===== config.mk =====
export PLATFORM = sky130hd
export DESIGN_NAME = fetch_seq
export DESIGN_NICKNAME = d
export VERILOG_FILES = /design/src/rtl/fetch_seq.sv
export SDC_FILE = /design/constraint.sdc
export NUM_CORES = 1
export LEC_CHECK = 0
export BUFFER_PORTS_ARGS = -buffer_cell sky130_fd_sc_hd__buf_4
export CAP_MARGIN = 20
export CORE_ASPECT_RATIO = 1.4
export CORE_MARGIN = 2
export CORE_UTILIZATION = 29
export CTS_CLUSTER_DIAMETER = 60
export DETAILED_ROUTE_END_ITERATION = 10
export GPL_TIMING_DRIVEN = 0
export SYNTH_ARGS = -nofsm -noshare
export SYNTH_HDL_FRONTEND = slang
export SYNTH_SLANG_ARGS = --single-unit

===== constraint.sdc =====
create_clock -name clk -period 3.95 [get_ports clk]
set_input_delay 0 -clock clk [delete_from_list [all_inputs] [get_ports clk]]
set_output_delay 0 -clock clk [all_outputs]
set_load 0.01 [all_outputs]

===== src/rtl/fetch_seq.sv =====
// Instruction fetch sequencer: fetches opcode bytes (and the target byte of
// two-byte jump instructions) from program memory, then strobes the decoder.
//
// state  | meaning
// IDLE   | one-cycle settle after reset release
// FETCH  | reading the opcode byte at pc
// EXEC   | decoder strobe; jump/hlt sampled here
// TARGET | reading the second byte of a two-byte instruction
// HALT   | stopped until reset
module fetch_seq #(
    parameter logic [7:0] RESET_PC = 8'h00
) (
    input  logic       clk,
    input  logic       rstn,
    output logic       mreq,
    output logic [7:0] maddr,
    input  logic [7:0] mdata,
    input  logic       mack,
    output logic [3:0] ins,
    output logic [3:0] imm,
    output logic       exec,
    input  logic       jump,
    input  logic       hlt,
    output logic       halted,
    output logic [7:0] pc
);

    typedef enum logic [2:0] {
        S_IDLE,
        S_FETCH,
        S_EXEC,
        S_TARGET,
        S_HALT
    } state_t;

    state_t     state_q, state_d;
    logic [7:0] pc_q, pc_d;
    logic [7:0] ir_q, ir_d;
    logic       jtake_q, jtake_d;
    logic       two_byte;

    // Opcodes 6..11 carry a target byte after the opcode.
    assign two_byte = (ir_q[7:4] >= 4'd6) && (ir_q[7:4] <= 4'd11);

    always_ff @(posedge clk or negedge rstn) begin
        if (!rstn) begin
            state_q <= S_IDLE;
            pc_q    <= RESET_PC;
            ir_q    <= 8'h00;
            jtake_q <= 1'b0;
        end else begin
            state_q <= state_d;
            pc_q    <= pc_d;
            ir_q    <= ir_d;
            jtake_q <= jtake_d;
        end
    end

    always_comb begin
        state_d = state_q;
        pc_d    = pc_q;
        ir_d    = ir_q;
        jtake_d = jtake_q;
        case (state_q)
            S_IDLE: begin
                state_d = S_FETCH;
            end
            S_FETCH: begin
                if (mack) begin
                    ir_d    = mdata;
                    pc_d    = pc_q + 8'd1;
                    state_d = S_EXEC;
                end
            end
            S_EXEC: begin
                if (hlt) begin
                    state_d = S_HALT;
                end else if (two_byte) begin
                    jtake_d = jump;
                    state_d = S_TARGET;
                end else begin
                    state_d = S_FETCH;
                end
            end
            S_TARGET: begin
                if (mack) begin
                    pc_d    = jtake_q ? mdata : pc_q + 8'd1;
                    state_d = S_FETCH;
                end
            end
            S_HALT: begin
                state_d = S_HALT;
            end
            default: begin
                state_d = S_IDLE;
            end
        endcase
    end

    assign mreq   = (state_q == S_FETCH) || (state_q == S_TARGET);
    assign maddr  = pc_q;
    assign exec   = (state_q == S_EXEC);
    assign halted = (state_q == S_HALT);
    assign ins    = ir_q[7:4];
    assign imm    = ir_q[3:0];
    assign pc     = pc_q;

endmodule

Word-level counts from Yosys, hierarchy flattened
Index checks and enable logic that the tools add are counted.

Register bits: 20. Input bits: 13. Word-level logic and storage cells: 31.

Add/sub/neg operators: 1. Magnitude comparators: 2. Equal/unequal tests: 6. Multiplexer cells: 9. Bitwise operators: 1. Reductions and logical operators: 8.

Operators with widths (count): two-way mux 8 bit (3); case mux 8 bit (2 select lines) (1); case mux 3 bit (5 select lines) (1); two-way mux 3 bit (3); adder 8 x 1 -> 8 bit (second input constant) (1); == test 3 x 2 -> 1 bit (second input constant) (2); AND reduction 3 bit (2); greater-or-equal comparator 4 x 3 -> 1 bit (second input constant) (1); less-or-equal comparator 4 bit (second input constant) (1); inequality test 2 bit (second input constant) (2); AND reduction 2 bit (2); == test 3 x 1 -> 1 bit (second input constant) (1); == test 3 bit (second input constant) (1); logical NOT 3 bit (1); two-way mux 2 bit (1); nonzero test 2 bit (1); logical AND 1 bit (1); logical OR 1 bit (1); inverter 1 bit (1).

Logic depth before layout (Yosys ltp)
Gate-level depths: netlist of run 1.

Word-level depth: 5. Gate-level depth with buffers: 6. Gate-level depth less buffers: 5.

Worst setup path before layout of run 1
OpenSTA, ideal clock, no wires.

Kind: register to register. Start point: register state_q[1]. End point: register ir_q[0]. Arrival time: 1.346 ns. Slack: 2.480 ns. Stages on the path, launching flop included: 4. Buffers on the path: 1. Clock period less this slack: 1.470 ns. Path through: dfrtp_1 buf_2 nor4b_4 mux2_2.

Longest elaborated chain between the ends: 2.

Ends and longest elaborated chain: start, declared (RTL line 36) `state_t state_q, state_d;`; start signal, assigned (RTL line 52) `state_q <= state_d;`; == test 3 x 1 -> 1 bit (RTL line 64) `case (state_q)`; AND reduction 2 bit (no line); end signal, assigned (RTL line 54) `ir_q <= ir_d;`; end, declared (RTL line 38) `logic [7:0] ir_q, ir_d;`.

Every way passes these cells. A chain may end at the register's enable or synchronous reset.

Worst setup path in the final report of run 1
Start point: register state_q[0]. End point: register ir_q[3].

The elaborated chain is that of the path after synthesis.

==> flow_summary.html, run 1 <==
<table>
<tr><th>Metric</th><th>Value</th></tr>
<tr><th colspan="2">Cells and area</th></tr>
<tr><td>Signed area change from the synthesized netlist to the final layout</td><td>46.30%</td></tr>
<tr><td>Count of nets after finishing</td><td>175</td></tr>
<tr><td>Number of antenna cells inserted</td><td>0</td></tr>
<tr><td>Layout cell share with drive strength beyond 1</td><td>0.4063</td></tr>
<tr><td>Layout Cells excl Fill</td><td>202</td></tr>
<tr><th colspan="2">Yosys</th></tr>
<tr><td>Total standard cell area after synthesis</td><td>0.001081 mm²</td></tr>
<tr><td>Share of synthesized area occupied by flip-flops and latches</td><td>0.4630</td></tr>
<tr><td>Number of synthesized register bits</td><td>20</td></tr>
<tr><td>Number of synthesis warnings</td><td>0</td></tr>
<tr><td>Post-synth EDFFs</td><td>0</td></tr>
<tr><td>Most frequently used flop master after synthesis</td><td>sky130_fd_sc_hd__dfrtp_1</td></tr>
<tr><td>Nets in the synthesized netlist</td><td>121</td></tr>
<tr><td>Synth top area share</td><td>0.4630</td></tr>
<tr><td>Biggest area contributors in the synthesized netlist</td><td>sky130_fd_sc_hd__dfrtp_1, sky130_fd_sc_hd__mux2_2, sky130_fd_sc_hd__buf_4</td></tr>
<tr><td>Post-Syn Area per Cell</td><td>10.10 µm²</td></tr>
<tr><td>Cell taking the most area after synthesis</td><td>sky130_fd_sc_hd__dfrtp_1</td></tr>
<tr><td>Instance count of the mapped netlist</td><td>107</td></tr>
<tr><td>Number of library cell types mapped by synthesis</td><td>32</td></tr>
<tr><td>Proportion of synthesized flip-flops having asynchronous set or reset</td><td>1.000</td></tr>
<tr><th colspan="2">Routing</th></tr>
<tr><td>Antenna Violating Nets Remaining</td><td>0</td></tr>
<tr><td>Remaining design rule violation count</td><td>0</td></tr>
<tr><td>Total number of vias</td><td>982</td></tr>
<tr><td>Routed WL</td><td>2727 µm</td></tr>
<tr><td>Initial DRC Count</td><td>21</td></tr>
<tr><td>Pre-Repair DR Iteration Count</td><td>4</td></tr>
<tr><td>Ratio of routed vias to standard cells</td><td>4.861</td></tr>
<tr><td>Mean routed wirelength per cell</td><td>13.50 µm</td></tr>
<tr><th colspan="2">Placed design</th></tr>
<tr><td>Gp weighted congestion</td><td>0.8289</td></tr>
<tr><td>Pre-CTS worst setup slack</td><td>2.247 ns</td></tr>
<tr><td>HPWL reported at the end of detailed placement</td><td>2060 µm</td></tr>
<tr><td>Number of cells after detailed placement</td><td>between 150 and 200</td></tr>
<tr><td>Buffers added on ports</td><td>39</td></tr>
<tr><th colspan="2">Timing</th></tr>
<tr><td>Worst slew pin tran</td><td>just over 0.6 ns</td></tr>
<tr><td>Timing-limited maximum frequency</td><td>0.5913 GHz</td></tr>
<tr><td>Count of final max-slew check failures</td><td>0</td></tr>
<tr><td>Worst-case clock skew</td><td>around 0.006 ns</td></tr>
<tr><td>Normalized max-slew margin</td><td>0.5912</td></tr>
<tr><td>Count of final setup violators</td><td>0</td></tr>
<tr><td>Setup repair after global routing missed its margin</td><td>no</td></tr>
<tr><td>Shortest clock period the worst path allows after layout</td><td>between 1.5 and 2 ns</td></tr>
<tr><td>Worst hold slack across all endpoints</td><td>0.007625 ns</td></tr>
<tr><td>Worst setup margin</td><td>2.259 ns</td></tr>
<tr><td>Setup_tns</td><td>0 ns</td></tr>
<tr><td>Final-report hold violation count</td><td>0</td></tr>
<tr><td>Post-route fraction of the period consumed by the critical path</td><td>0.4282</td></tr>
<tr><th colspan="2">Setup path</th></tr>
<tr><td>Gate family responsible for the most delay along the worst path</td><td>simple AND/OR/NAND/NOR gates</td></tr>
<tr><td>Maximum cell stage delay along the critical path</td><td>0.59 ns</td></tr>
<tr><td>Slowest library cell on the worst path</td><td>sky130_fd_sc_hd__nor4b_4</td></tr>
<tr><td>Startpoint Class</td><td>flip-flop</td></tr>
<tr><td>Worst setup EP type</td><td>flip-flop</td></tr>
<tr><td>CP Data Arrival Time</td><td>1.83 ns</td></tr>
<tr><td>Critical path type</td><td>flip-flop to flip-flop</td></tr>
<tr><td>Highest fanout seen on the critical path</td><td>8</td></tr>
<tr><td>CP bufs+invs</td><td>1</td></tr>
<tr><td>Cells traversed along the worst timing path</td><td>inv_2, nor4b_4, mux2_2</td></tr>
<tr><td>Data required time at the worst endpoint</td><td>slightly above 4 ns</td></tr>
<tr><th colspan="2">Pwr</th></tr>
<tr><td>Total leakage power</td><td>0.0007240 µW</td></tr>
<tr><td>Total Power</td><td>1182 µW</td></tr>
<tr><td>Power per cell area</td><td>between 700 and 800 mW/mm²</td></tr>
<tr><td>Worst vdd rail ir drop</td><td>~310 µV</td></tr>
<tr><th colspan="2">Floorplanning</th></tr>
<tr><td>Die outline area</td><td>roughly 0.0042 mm²</td></tr>
<tr><td>Initial standard-cell utilization of the core</td><td>0.2994</td></tr>
<tr><td>Die height</td><td>76.24 µm</td></tr>
<tr><td>Num rows</td><td>26</td></tr>
<tr><td>Die width</td><td>55.60 µm</td></tr>
<tr><td>Core Footprint</td><td>between 0.003 and 0.004 mm²</td></tr>
<tr><td>Count of pins on the block boundary</td><td>40</td></tr>
<tr><th colspan="2">Clock network</th></tr>
<tr><td>Post-CTS clock slew at the launch and capture registers of the worst setup and hold paths</td><td>0.07 ns</td></tr>
<tr><td>Buffer cell driving the clock tree root</td><td>sky130_fd_sc_hd__clkbuf_8</td></tr>
<tr><td>Buffer levels on the longest clock path</td><td>2</td></tr>
<tr><td>Post-cts resize count</td><td>0</td></tr>
<tr><td>Latest clock arrival within the worst-skew pair</td><td>roughly 0.25 ns</td></tr>
<tr><td>Clock tree from TritonCTS</td><td>done</td></tr>
<tr><td>CTS sink count</td><td>20</td></tr>
<tr><td>Number of buffers added by the clock tree synthesis step</td><td>3</td></tr>
<tr><td>Level count of the clock H-tree</td><td>1</td></tr>
<tr><th colspan="2">Run status</th></tr>
<tr><td>Result of the run</td><td>completed</td></tr>
<tr><th colspan="2">GRT</th></tr>
<tr><td>Antenna violations before repair</td><td>0</td></tr>
<tr><td>GRT overflow</td><td>0</td></tr>
<tr><td>Global-route wire length before repair</td><td>~4500 µm</td></tr>
<tr><td>GRT Total Usage</td><td>0.1301</td></tr>
<tr><td>Largest net degree at the start of global routing</td><td>21</td></tr>
<tr><td>Number of global-route vias before repair</td><td>approximately 1000</td></tr>
<tr><th colspan="2">Min path</th></tr>
<tr><td>Path class of the lowest-slack min-delay path</td><td>primary input to flip-flop</td></tr>
<tr><th colspan="2">Flow run</th></tr>
<tr><td>Number of violations of the max-capacitance limit</td><td>0</td></tr>
</table>
## synthesized netlist by cell type, drive strengths merged, types with 2 or more instances
| cell | instances |
|---|---|
| a21oi | 10 |
| buf | 11 |
| clkbuf | 2 |
| dfrtp | 20 |
| mux2 | 9 |
| nand2 | 7 |
| nand3 | 6 |
| nand3b | 2 |
| nor2 | 8 |
| nor3b | 4 |
| o21ai | 7 |
| or3 | 2 |
## final timing paths
path,startpoint,endpoint,slack [ns],depth (start not counted)
max in group asynchronous,rstn,maddr[3],3.58,2
max reg2reg,state_q[0],ir_q[3],2.26,3
max,state_q[0],ir_q[3],2.26,3
min reg2reg,ir_q[2],ir_q[2],0.51,1
min,mdata[4],ir_q[4],0.008,2
min in group asynchronous,rstn,jtake_q,0.16,2
## cell families after synthesis
group	Yosys count	share of synthesized area
flip-flops	20	0.4630
adder cells (fa/ha/maj)	1	0.01157
AND/OR/NAND/NOR	37	0.2049
multiplexers	10	0.1030
AO/OA/AOI/OAI	25	0.1377
buffers and inverters	14	0.07986
## stage by stage
stage | cell area (µm²) | utilization
2_1_floorplan | 1081 | -
3_3_place_gp | 1426 | 0.3950
3_5_place_dp | 1426 | 0.3950
4_1_cts | 1582 | 0.4380
5_1_grt | 1582 | 0.4380
6_report | 1582 | 0.4380
## per-layer routing
| metal | vias up | part of all wire | GRT usage |
|---|---|---|---|
| met1 | 474 | 0.40 | 0.1390 |
| met5 | - | 0 | 0 |
| met4 | 0 | 0.0059 | 0.05366 |
| met3 | 2 | 0.036 | 0.01528 |
| li1 | 484 | - | - |
| met2 | 22 | 0.56 | 0.2500 |
## sequential cells by signal, indices dropped and copies added, names as in the netlist
signal	cells
ir_q	8
maddr	8
state_q	3
jtake_q	1
## repair_timing
| item | in CTS | in global routing |
|---|---|---|
| setup buffers | 0 | 0 |
| hold buffers | 10 | 0 |
| hold endpoints to repair | 30 | 0 |
## worst reg2reg max path, delay by kind of cell (launching register included)
family                 cells  cell delay, ns
AND/OR/NAND/NOR            1            0.59
flip-flops                 1            0.47
multiplexers               1            0.41
buffers and inverters      1            0.11
## cells in the final DEF, fill, tap and decap left out
master,n
sky130_fd_sc_hd__o21a_1,1
sky130_fd_sc_hd__or3_1,2
sky130_fd_sc_hd__nand3_1,6
sky130_fd_sc_hd__a2bb2oi_1,1
sky130_fd_sc_hd__and4_1,1
sky130_fd_sc_hd__nor4b_4,1
sky130_fd_sc_hd__nand3b_1,2
sky130_fd_sc_hd__a311oi_1,1
sky130_fd_sc_hd__o311ai_0,1
sky130_fd_sc_hd__inv_2,1
sky130_fd_sc_hd__nor3_1,1
sky130_fd_sc_hd__a21o_1,1
sky130_fd_sc_hd__buf_2,3
sky130_fd_sc_hd__nand4b_1,1
sky130_fd_sc_hd__nor3b_1,4
sky130_fd_sc_hd__and4b_1,1
sky130_fd_sc_hd__o211ai_1,1
sky130_fd_sc_hd__nor2b_1,1
sky130_fd_sc_hd__nand2_1,7
sky130_fd_sc_hd__a21oi_1,10
sky130_fd_sc_hd__clkbuf_8,4
sky130_fd_sc_hd__a32oi_1,1
sky130_fd_sc_hd__mux2i_1,1
sky130_fd_sc_hd__nor2_1,8
sky130_fd_sc_hd__buf_4,47
sky130_fd_sc_hd__and3b_1,1
sky130_fd_sc_hd__mux2_2,9
sky130_fd_sc_hd__a31oi_1,1
sky130_fd_sc_hd__dfrtp_1,20
sky130_fd_sc_hd__nand4_1,1
sky130_fd_sc_hd__dlygate4sd3_1,10
sky130_fd_sc_hd__o21ai_0,7
sky130_fd_sc_hd__ha_1,1
sky130_fd_sc_hd__clkbuf_1,2
## power breakdown
group / leakage, µW / switching [µW] / total [µW] / internal (µW)
registers: 0.000234 / 106 / 407 / 301
clock network: 0.0000288 / 65.3 / 154 / 88.6
logic: 0.000461 / 274 / 621 / 347
## cell type report
cell class              count  area [µm²]
fillers                   355        2029
flip-flops and latches     20       500.5
multi-input cells          73       494.2
repair buffers             49       392.9
plain buffers              13       82.58
clock buffers               4       55.05
well taps                  42       52.55
inverters                   1       3.754
No activity file was read; power rests on OpenSTA's default activity.
==> run 2: changes to the inputs <==
==> constraint.sdc (replaced) <==
create_clock -name clk -period 1.75 [get_ports clk]
set_input_delay 0 -clock clk [delete_from_list [all_inputs] [get_ports clk]]
set_output_delay 0 -clock clk [all_outputs]
set_load 0.01 [all_outputs]
==> run 2 against run 1 <==
Power grew 130%. Clock skew is essentially flat. Clock power grew 130%. Design area is the same.
==> flow_summary.html, run 2 (synthesis gave the netlist of run 1 again) <==
<table>
<tr><th>Metric</th><th>Value</th></tr>
<tr><th colspan="2">GRT</th></tr>
<tr><td>Largest net degree at the start of global routing</td><td>21 (unchanged)</td></tr>
<tr><td>Global-route wire length before repair</td><td>4526 µm (unchanged)</td></tr>
<tr><td>Number of global-route vias before repair</td><td>1002 (unchanged)</td></tr>
<tr><td>Antenna violations before repair</td><td>0 (unchanged)</td></tr>
<tr><td>GRT Total Usage</td><td>0.1301 (unchanged)</td></tr>
<tr><td>GRT overflow</td><td>0 (unchanged)</td></tr>
<tr><th colspan="2">Flow run</th></tr>
<tr><td>Number of violations of the max-capacitance limit</td><td>0 (unchanged)</td></tr>
<tr><th colspan="2">Cells and area</th></tr>
<tr><td>Commonest non-fill, non-tap cells in the layout</td><td>sky130_fd_sc_hd__buf_4, sky130_fd_sc_hd__dfrtp_1, sky130_fd_sc_hd__a21oi_1, sky130_fd_sc_hd__dlygate4sd3_1, sky130_fd_sc_hd__mux2_2 (unchanged)</td></tr>
<tr><td>Signed area change from the synthesized netlist to the final layout</td><td>46.30% (unchanged)</td></tr>
<tr><td>Total area of multi-input combinational cells</td><td>494.2 µm² (unchanged)</td></tr>
<tr><td>Number of antenna cells inserted</td><td>0 (unchanged)</td></tr>
<tr><td>Flip-flop and latch area</td><td>500.5 µm² (unchanged)</td></tr>
<tr><td>Layout cell share with drive strength beyond 1</td><td>0.4063 (unchanged)</td></tr>
<tr><td>Count of filler cells inserted in the layout</td><td>355 (unchanged)</td></tr>
<tr><td>Most common library cell in the layout ignoring fill and taps</td><td>sky130_fd_sc_hd__buf_4 (unchanged)</td></tr>
<tr><td>Post-layout utilization of the core</td><td>0.4380 (unchanged)</td></tr>
<tr><td>Count of nets after finishing</td><td>175 (unchanged)</td></tr>
<tr><th colspan="2">Setup path</th></tr>
<tr><td>Gate family responsible for the most delay along the worst path</td><td>simple AND/OR/NAND/NOR gates (unchanged)</td></tr>
<tr><td>Worst setup EP type</td><td>flip-flop (unchanged)</td></tr>
<tr><td>Critical path type</td><td>flip-flop to flip-flop (unchanged)</td></tr>
<tr><td>Startpoint Class</td><td>flip-flop (unchanged)</td></tr>
<tr><td>Data required time at the worst endpoint</td><td>1.89 ns (was 4.09 ns)</td></tr>
<tr><td>Flop-to-flop setup slack</td><td>0.09 ns (was 2.26 ns)</td></tr>
<tr><td>CP bufs+invs</td><td>1 (unchanged)</td></tr>
<tr><td>Highest fanout seen on the critical path</td><td>10 (was 8)</td></tr>
<tr><td>Cells traversed along the worst timing path</td><td>buf_2, nor4b_4, mux2_2 (was inv_2, nor4b_4, mux2_2)</td></tr>
<tr><td>Slowest library cell on the worst path</td><td>sky130_fd_sc_hd__nor4b_4 (unchanged)</td></tr>
<tr><td>CP Data Arrival Time</td><td>1.80 ns (was 1.83 ns)</td></tr>
<tr><td>Maximum cell stage delay along the critical path</td><td>0.61 ns (was 0.59 ns)</td></tr>
<tr><th colspan="2">Routing</th></tr>
<tr><td>Ratio of routed vias to standard cells</td><td>4.851 (was 4.861)</td></tr>
<tr><td>Total number of vias</td><td>980 (was 982)</td></tr>
<tr><td>Routed WL</td><td>2733 µm (was 2727 µm)</td></tr>
<tr><td>Mean routed wirelength per cell</td><td>13.53 µm (was 13.50 µm)</td></tr>
<tr><td>Antenna Violating Nets Remaining</td><td>0 (unchanged)</td></tr>
<tr><td>Remaining design rule violation count</td><td>0 (unchanged)</td></tr>
<tr><td>Pre-Repair DR Iteration Count</td><td>4 (unchanged)</td></tr>
<tr><td>Initial DRC Count</td><td>22 (was 21)</td></tr>
<tr><th colspan="2">Timing</th></tr>
<tr><td>Shortest clock period the worst path allows after layout</td><td>1.658 ns (was 1.691 ns)</td></tr>
<tr><td>Count of final setup violators</td><td>0 (unchanged)</td></tr>
<tr><td>Count of final max-slew check failures</td><td>0 (unchanged)</td></tr>
<tr><td>Final-report hold violation count</td><td>0 (unchanged)</td></tr>
<tr><td>Timing-limited maximum frequency</td><td>0.6030 GHz (was 0.5913 GHz)</td></tr>
<tr><td>Worst-case clock skew</td><td>0.006281 ns (was 0.006141 ns)</td></tr>
<tr><td>Setup repair after global routing missed its margin</td><td>no (unchanged)</td></tr>
<tr><td>Normalized max-slew margin</td><td>0.5911 (was 0.5912)</td></tr>
<tr><td>Setup_tns</td><td>0 ns (unchanged)</td></tr>
<tr><td>Post-route fraction of the period consumed by the critical path</td><td>0.9476 (was 0.4282)</td></tr>
<tr><td>Worst slew pin tran</td><td>0.6107 ns (was 0.6106 ns)</td></tr>
<tr><th colspan="2">Pwr</th></tr>
<tr><td>Worst vdd rail ir drop</td><td>690.8 µV (was 306.0 µV)</td></tr>
<tr><td>Total leakage power</td><td>0.0007240 µW (about the same)</td></tr>
<tr><td>Power per cell area</td><td>1686 mW/mm² (was 747.4 mW/mm²)</td></tr>
<tr><th colspan="2">Floorplanning</th></tr>
<tr><td>Num rows</td><td>26 (unchanged)</td></tr>
<tr><td>Die height</td><td>76.24 µm (unchanged)</td></tr>
<tr><td>Count of pins on the block boundary</td><td>40 (unchanged)</td></tr>
<tr><td>Initial standard-cell utilization of the core</td><td>0.2994 (unchanged)</td></tr>
<tr><td>Die width</td><td>55.60 µm (unchanged)</td></tr>
<tr><td>Core Footprint</td><td>0.003611 mm² (unchanged)</td></tr>
<tr><td>Die outline area</td><td>0.004239 mm² (unchanged)</td></tr>
<tr><th colspan="2">Clock network</th></tr>
<tr><td>Post-cts resize count</td><td>0 (unchanged)</td></tr>
<tr><td>Level count of the clock H-tree</td><td>1 (unchanged)</td></tr>
<tr><td>Number of buffers added by the clock tree synthesis step</td><td>3 (unchanged)</td></tr>
<tr><td>Buffer levels on the longest clock path</td><td>2 (unchanged)</td></tr>
<tr><td>Latest clock arrival within the worst-skew pair</td><td>0.25 ns (about the same)</td></tr>
<tr><td>Post-CTS clock slew at the launch and capture registers of the worst setup and hold paths</td><td>0.07 ns (about the same)</td></tr>
<tr><td>CTS sink count</td><td>20 (unchanged)</td></tr>
<tr><td>Clock tree from TritonCTS</td><td>done (unchanged)</td></tr>
<tr><td>Buffer cell driving the clock tree root</td><td>sky130_fd_sc_hd__clkbuf_8 (unchanged)</td></tr>
<tr><th colspan="2">Placed design</th></tr>
<tr><td>Buffers added on ports</td><td>39 (unchanged)</td></tr>
<tr><td>Gp weighted congestion</td><td>0.8289 (unchanged)</td></tr>
<tr><td>HPWL reported at the end of detailed placement</td><td>2060 µm (unchanged)</td></tr>
<tr><th colspan="2">Run status</th></tr>
<tr><td>Result of the run</td><td>completed (unchanged)</td></tr>
<tr><th colspan="2">Min path</th></tr>
<tr><td>Path class of the lowest-slack min-delay path</td><td>primary input to flip-flop (unchanged)</td></tr>
</table>
## run 2: cell type report
cell class	count	area share
flip-flops and latches	20	0.3165
multi-input cells	73	0.3125
repair buffers	49	0.2484
plain buffers	13	0.05222
clock buffers	4	0.03481
well taps	42	0.03323
inverters	1	0.002373
## run 2: path summary, 6_finish.rpt
check / from / to / cells past startpoint
worst min-delay path: mdata[4] / ir_q[4] / 2
min in group asynchronous: rstn / jtake_q / 2
max in group asynchronous: rstn / maddr[3] / 2
worst min register to register: ir_q[2] / ir_q[2] / 1
worst max register to register: state_q[1] / ir_q[3] / 3
worst max-delay path: state_q[1] / ir_q[3] / 3
## run 2: through the flow
step           cell area (µm²)  cells  worst slack [ns]  hold WS (ns)  total power, µW
5_1_grt                   1582    202          0.001052      0.007627             2867
3_5_place_dp              1426    188           0.04728       -0.1019             2331
2_1_floorplan             1081    107            0.2796       -0.2956             1691
6_report                  1582    202           0.09166      0.007819             2667
3_3_place_gp              1426    188           0.09238       -0.1055             2278
4_1_cts                   1582    202           0.03323      0.003541             2701
## run 2: timing repair
| item | in CTS | in global routing |
|---|---|---|
| endpoints found under the setup margin | 0 | 8 |
| hold buffers | 10 | 0 |
| hold endpoints to repair | 30 | 0 |
| buffers inserted | 0 | 0 |
## run 2: report_power, final
part,internal (µW),switching [µW],leakage (µW)
registers,679,240,0.000234
logic,781,620,0.000461
clock network,200,147,0.0000288
## run 2: metal layers
metal	track usage	wire length [µm]	vias to the layer above
li1	-	-	484
met1	0.1390	1092	472
met2	0.2500	1528	22
met3	0.01528	97	2
met4	0.05366	16	0
met5	0	0	-
==> run 3: changes to the inputs <==
--- a/config.mk
+++ b/config.mk
@@ -7,12 +7,15 @@
 export LEC_CHECK = 0
 export BUFFER_PORTS_ARGS = -buffer_cell sky130_fd_sc_hd__buf_4
 export CAP_MARGIN = 20
+export CELL_PAD_IN_SITES_DETAIL_PLACEMENT = 1
+export CELL_PAD_IN_SITES_GLOBAL_PLACEMENT = 2
 export CORE_ASPECT_RATIO = 1.4
 export CORE_MARGIN = 2
-export CORE_UTILIZATION = 29
+export CORE_UTILIZATION = 28
 export CTS_CLUSTER_DIAMETER = 60
 export DETAILED_ROUTE_END_ITERATION = 10
 export GPL_TIMING_DRIVEN = 0
+export PLACE_DENSITY_LB_ADDON = 0.1
 export SYNTH_ARGS = -nofsm -noshare
 export SYNTH_HDL_FRONTEND = slang
 export SYNTH_SLANG_ARGS = --single-unit
==> run 3 against run 2 <==
Utilization shrank 0.26 points. Sequential power shrank 0.5%. Cell count grew 0.99%. Combinational power is essentially flat. Clock power grew 4%. Routed wire length grew 10%. Maximum frequency grew 3.4%. Highest routed layer unchanged.
==> flow_summary.html, run 3 (synthesis gave the netlist of run 1 again) <==
<table>
<tr><th>Metric</th><th>Value</th></tr>
<tr><th colspan="2">Run status</th></tr>
<tr><td>Result of the run</td><td>completed (unchanged)</td></tr>
<tr><th colspan="2">Cells and area</th></tr>
<tr><td>Flip-flop and latch area</td><td>500.5 µm² (unchanged)</td></tr>
<tr><td>Count of filler cells inserted in the layout</td><td>436 (was 355)</td></tr>
<tr><td>Layout cell share with drive strength beyond 1</td><td>0.4136 (was 0.4063)</td></tr>
<tr><td>Commonest non-fill, non-tap cells in the layout</td><td>sky130_fd_sc_hd__buf_4, sky130_fd_sc_hd__dfrtp_1, sky130_fd_sc_hd__dlygate4sd3_1, sky130_fd_sc_hd__a21oi_1, sky130_fd_sc_hd__mux2_2 (was sky130_fd_sc_hd__buf_4, sky130_fd_sc_hd__dfrtp_1, sky130_fd_sc_hd__a21oi_1, sky130_fd_sc_hd__dlygate4sd3_1, sky130_fd_sc_hd__mux2_2)</td></tr>
<tr><td>Post-layout utilization of the core</td><td>0.4353 (was 0.4380)</td></tr>
<tr><td>Number of antenna cells inserted</td><td>0 (unchanged)</td></tr>
<tr><td>Signed area change from the synthesized netlist to the final layout</td><td>48.03% (was 46.30%)</td></tr>
<tr><td>Most common library cell in the layout ignoring fill and taps</td><td>sky130_fd_sc_hd__buf_4 (unchanged)</td></tr>
<tr><td>Count of nets after finishing</td><td>177 (was 175)</td></tr>
<tr><td>Total area of multi-input combinational cells</td><td>494.2 µm² (unchanged)</td></tr>
<tr><th colspan="2">Setup path</th></tr>
<tr><td>Maximum cell stage delay along the critical path</td><td>0.38 ns (was 0.61 ns)</td></tr>
<tr><td>Highest fanout seen on the critical path</td><td>10 (unchanged)</td></tr>
<tr><td>Flop-to-flop setup slack</td><td>0.15 ns (was 0.09 ns)</td></tr>
<tr><td>Library cell appearing most often on the critical path</td><td>sky130_fd_sc_hd__buf_2</td></tr>
<tr><td>Cell count of the worst reg-to-reg path</td><td>6 (was 3)</td></tr>
<tr><td>Worst setup EP type</td><td>flip-flop (unchanged)</td></tr>
<tr><td>End point of the critical path</td><td>maddr[6] (was ir_q[3])</td></tr>
<tr><td>Data required time at the worst endpoint</td><td>1.89 ns (about the same)</td></tr>
<tr><td>R2r endpoint</td><td>maddr[6] (was ir_q[3])</td></tr>
<tr><td>Reg2reg start</td><td>state_q[2] (was state_q[1])</td></tr>
<tr><td>Critical path type</td><td>flip-flop to flip-flop (unchanged)</td></tr>
<tr><td>Slowest library cell on the worst path</td><td>sky130_fd_sc_hd__or3_1 (was sky130_fd_sc_hd__nor4b_4)</td></tr>
<tr><td>Crit. Startpoint</td><td>state_q[2] (was state_q[1])</td></tr>
<tr><td>Cells traversed along the worst timing path</td><td>buf_2, and4b_1, buf_2, or3_1, o21ai_0, a21oi_1 (was buf_2, nor4b_4, mux2_2)</td></tr>
<tr><td>CP Data Arrival Time</td><td>1.74 ns (was 1.80 ns)</td></tr>
<tr><td>Startpoint Class</td><td>flip-flop (unchanged)</td></tr>
<tr><th colspan="2">Clock network</th></tr>
<tr><td>Latest clock arrival within the worst-skew pair</td><td>0.26 ns (was 0.25 ns)</td></tr>
<tr><td>CTS sink count</td><td>20 (unchanged)</td></tr>
<tr><td>Buffer levels on the longest clock path</td><td>2 (unchanged)</td></tr>
<tr><td>Post-CTS clock slew at the launch and capture registers of the worst setup and hold paths</td><td>0.08 ns (was 0.07 ns)</td></tr>
<tr><td>Number of buffers added by the clock tree synthesis step</td><td>3 (unchanged)</td></tr>
<tr><td>Clock tree from TritonCTS</td><td>done (unchanged)</td></tr>
<tr><td>Buffer cell driving the clock tree root</td><td>sky130_fd_sc_hd__clkbuf_8 (unchanged)</td></tr>
<tr><td>Level count of the clock H-tree</td><td>1 (unchanged)</td></tr>
<tr><th colspan="2">GRT</th></tr>
<tr><td>Number of global-route vias before repair</td><td>1007 (was 1002)</td></tr>
<tr><td>Global-route wire length before repair</td><td>5009 µm (was 4526 µm)</td></tr>
<tr><td>Antenna violations before repair</td><td>0 (unchanged)</td></tr>
<tr><td>GRT Total Usage</td><td>0.1468 (was 0.1301)</td></tr>
<tr><td>GRT overflow</td><td>0 (unchanged)</td></tr>
<tr><td>Largest net degree at the start of global routing</td><td>21 (unchanged)</td></tr>
<tr><th colspan="2">Pwr</th></tr>
<tr><td>Part of the power in the clock network</td><td>0.134 (was 0.130)</td></tr>
<tr><td>Switching power summed over all nets</td><td>1023 µW (was 1007 µW)</td></tr>
<tr><td>Cell-internal power</td><td>1674 µW (was 1660 µW)</td></tr>
<tr><td>Sequential Power Share</td><td>0.339 (was 0.345)</td></tr>
<tr><td>Total leakage power</td><td>0.0007365 µW (was 0.0007240 µW)</td></tr>
<tr><td>Part of the total power dissipated in combinational logic</td><td>0.527 (was 0.525)</td></tr>
<tr><td>Worst vdd rail ir drop</td><td>768.4 µV (was 690.8 µV)</td></tr>
<tr><td>Power per cell area</td><td>1685 mW/mm² (was 1686 mW/mm²)</td></tr>
<tr><td>Switching Share</td><td>0.3793 (was 0.3775)</td></tr>
<tr><th colspan="2">Floorplanning</th></tr>
<tr><td>Core Footprint</td><td>0.003676 mm² (was 0.003611 mm²)</td></tr>
<tr><td>Die outline area</td><td>0.004381 mm² (was 0.004239 mm²)</td></tr>
<tr><td>Die width</td><td>56.52 µm (was 55.60 µm)</td></tr>
<tr><td>Die height</td><td>77.52 µm (was 76.24 µm)</td></tr>
<tr><td>Num rows</td><td>26 (unchanged)</td></tr>
<tr><td>Count of pins on the block boundary</td><td>40 (unchanged)</td></tr>
<tr><td>Initial standard-cell utilization of the core</td><td>0.2941 (was 0.2994)</td></tr>
<tr><th colspan="2">Timing</th></tr>
<tr><td>Setup_tns</td><td>0 ns (unchanged)</td></tr>
<tr><td>Final-report hold violation count</td><td>0 (unchanged)</td></tr>
<tr><td>Worst slew pin tran</td><td>0.4326 ns (was 0.6107 ns)</td></tr>
<tr><td>Post-route fraction of the period consumed by the critical path</td><td>0.9165 (was 0.9476)</td></tr>
<tr><td>Timing-limited maximum frequency</td><td>0.6235 GHz (was 0.6030 GHz)</td></tr>
<tr><td>Count of final setup violators</td><td>0 (unchanged)</td></tr>
<tr><td>Count of final max-slew check failures</td><td>0 (unchanged)</td></tr>
<tr><td>Setup repair after global routing missed its margin</td><td>no (unchanged)</td></tr>
<tr><td>Worst-case clock skew</td><td>0.001776 ns (was 0.006281 ns)</td></tr>
<tr><td>Normalized max-slew margin</td><td>0.7116 (was 0.5911)</td></tr>
<tr><td>Shortest clock period the worst path allows after layout</td><td>1.604 ns (was 1.658 ns)</td></tr>
<tr><td>Worst hold slack across all endpoints</td><td>0.06715 ns (was 0.007819 ns)</td></tr>
<tr><th colspan="2">Routing</th></tr>
<tr><td>Pre-Repair DR Iteration Count</td><td>2 (was 4)</td></tr>
<tr><td>Mean routed wirelength per cell</td><td>14.76 µm (was 13.53 µm)</td></tr>
<tr><td>Antenna Violating Nets Remaining</td><td>0 (unchanged)</td></tr>
<tr><td>Remaining design rule violation count</td><td>0 (unchanged)</td></tr>
<tr><td>Initial DRC Count</td><td>22 (unchanged)</td></tr>
<tr><td>Routed WL</td><td>3011 µm (was 2733 µm)</td></tr>
<tr><td>Total number of vias</td><td>1002 (was 980)</td></tr>
<tr><td>Ratio of routed vias to standard cells</td><td>4.912 (was 4.851)</td></tr>
<tr><th colspan="2">Placed design</th></tr>
<tr><td>Gp weighted congestion</td><td>0.7452 (was 0.8289)</td></tr>
<tr><td>HPWL reported at the end of detailed placement</td><td>2217 µm (was 2060 µm)</td></tr>
<tr><td>Buffers added on ports</td><td>39 (unchanged)</td></tr>
<tr><th colspan="2">Flow run</th></tr>
<tr><td>Number of violations of the max-capacitance limit</td><td>0 (unchanged)</td></tr>
<tr><th colspan="2">Min path</th></tr>
<tr><td>Path class of the lowest-slack min-delay path</td><td>primary input to flip-flop (unchanged)</td></tr>
</table>
==> run 3: changes by cell type in the layout (fill, tap and decap cells not counted) <==
cell                            before  now
sky130_fd_sc_hd__buf_4              47   48
sky130_fd_sc_hd__clkbuf_1            2    1
sky130_fd_sc_hd__clkbuf_2            0    1
sky130_fd_sc_hd__dlygate4sd3_1      10   11
==> run 3: final cells by class <==
class,instances,area share
plain buffers,13,0.05238
multi-input cells,73,0.3088
well taps,42,0.03284
flip-flops and latches,20,0.3127
repair buffers,51,0.2565
clock buffers,4,0.03440
inverters,1,0.002346
==> run 3: worst min-delay path by stage <==
stage / end / slack, ns / from / cells after the start
global route: maddr[7] / 0.11 / mack / 3
floorplan: ir_q[0] / -0.30 / rstn / 0
detailed placement: maddr[3] / -0.09 / rstn / 1
finish: maddr[7] / 0.07 / mack / 3
global placement: maddr[2] / -0.1 / rstn / 1
CTS: maddr[7] / 0.07 / mack / 3
==> run 3: routing by layer <==
metal  vias to the layer above  track usage  wire length (µm)
met1                       489       0.1773              1284
met3                         2      0.02333               117
met4                         0      0.05000                24
li1                        492            -                 -
met5                         -            0                 0
met2                        19       0.2593              1584
==> run 3: worst max-delay path, delay by kind of cell (launching register included) <==
kind                   cells  cell delay (ns)
AND/OR/NAND/NOR            2             0.59
flip-flops                 1             0.33
AO/OA/AOI/OAI              2             0.18
buffers and inverters      2             0.38
==> run 3: through the flow <==
stage	instance area [µm²]	power (µW)	std cells	worst slack, ns
finish	1600	2697	204	0.1462
global route	1600	2934	204	0.01251
CTS	1592	2724	203	0.02908
detailed placement	1426	2342	188	0.008737
global placement	1426	2299	188	0.06358
floorplan	1081	1691	107	0.2796
==> run 3: power groups by stage <==
| stage | Clock, µW | Combinational [µW] | Sequential (µW) |
|---|---|---|---|
| final | 360 | 1420 | 914 |
| after global routing | 394 | 1580 | 961 |
| after CTS | 370 | 1440 | 918 |
| after detailed placement | 0 | 1410 | 928 |
| after global placement | 0 | 1390 | 910 |
| after floorplan | 0 | 730 | 961 |
==> run 3: timing repair <==
| item | in CTS | in global routing |
|---|---|---|
| setup endpoints to repair | 6 | 10 |
| hold buffers | 11 | 0 |
| gates resized for setup | 0 | 2 |
| pin swaps | 1 | 1 |
| endpoints found under the hold margin | 31 | 0 |
| buffers inserted | 0 | 1 |
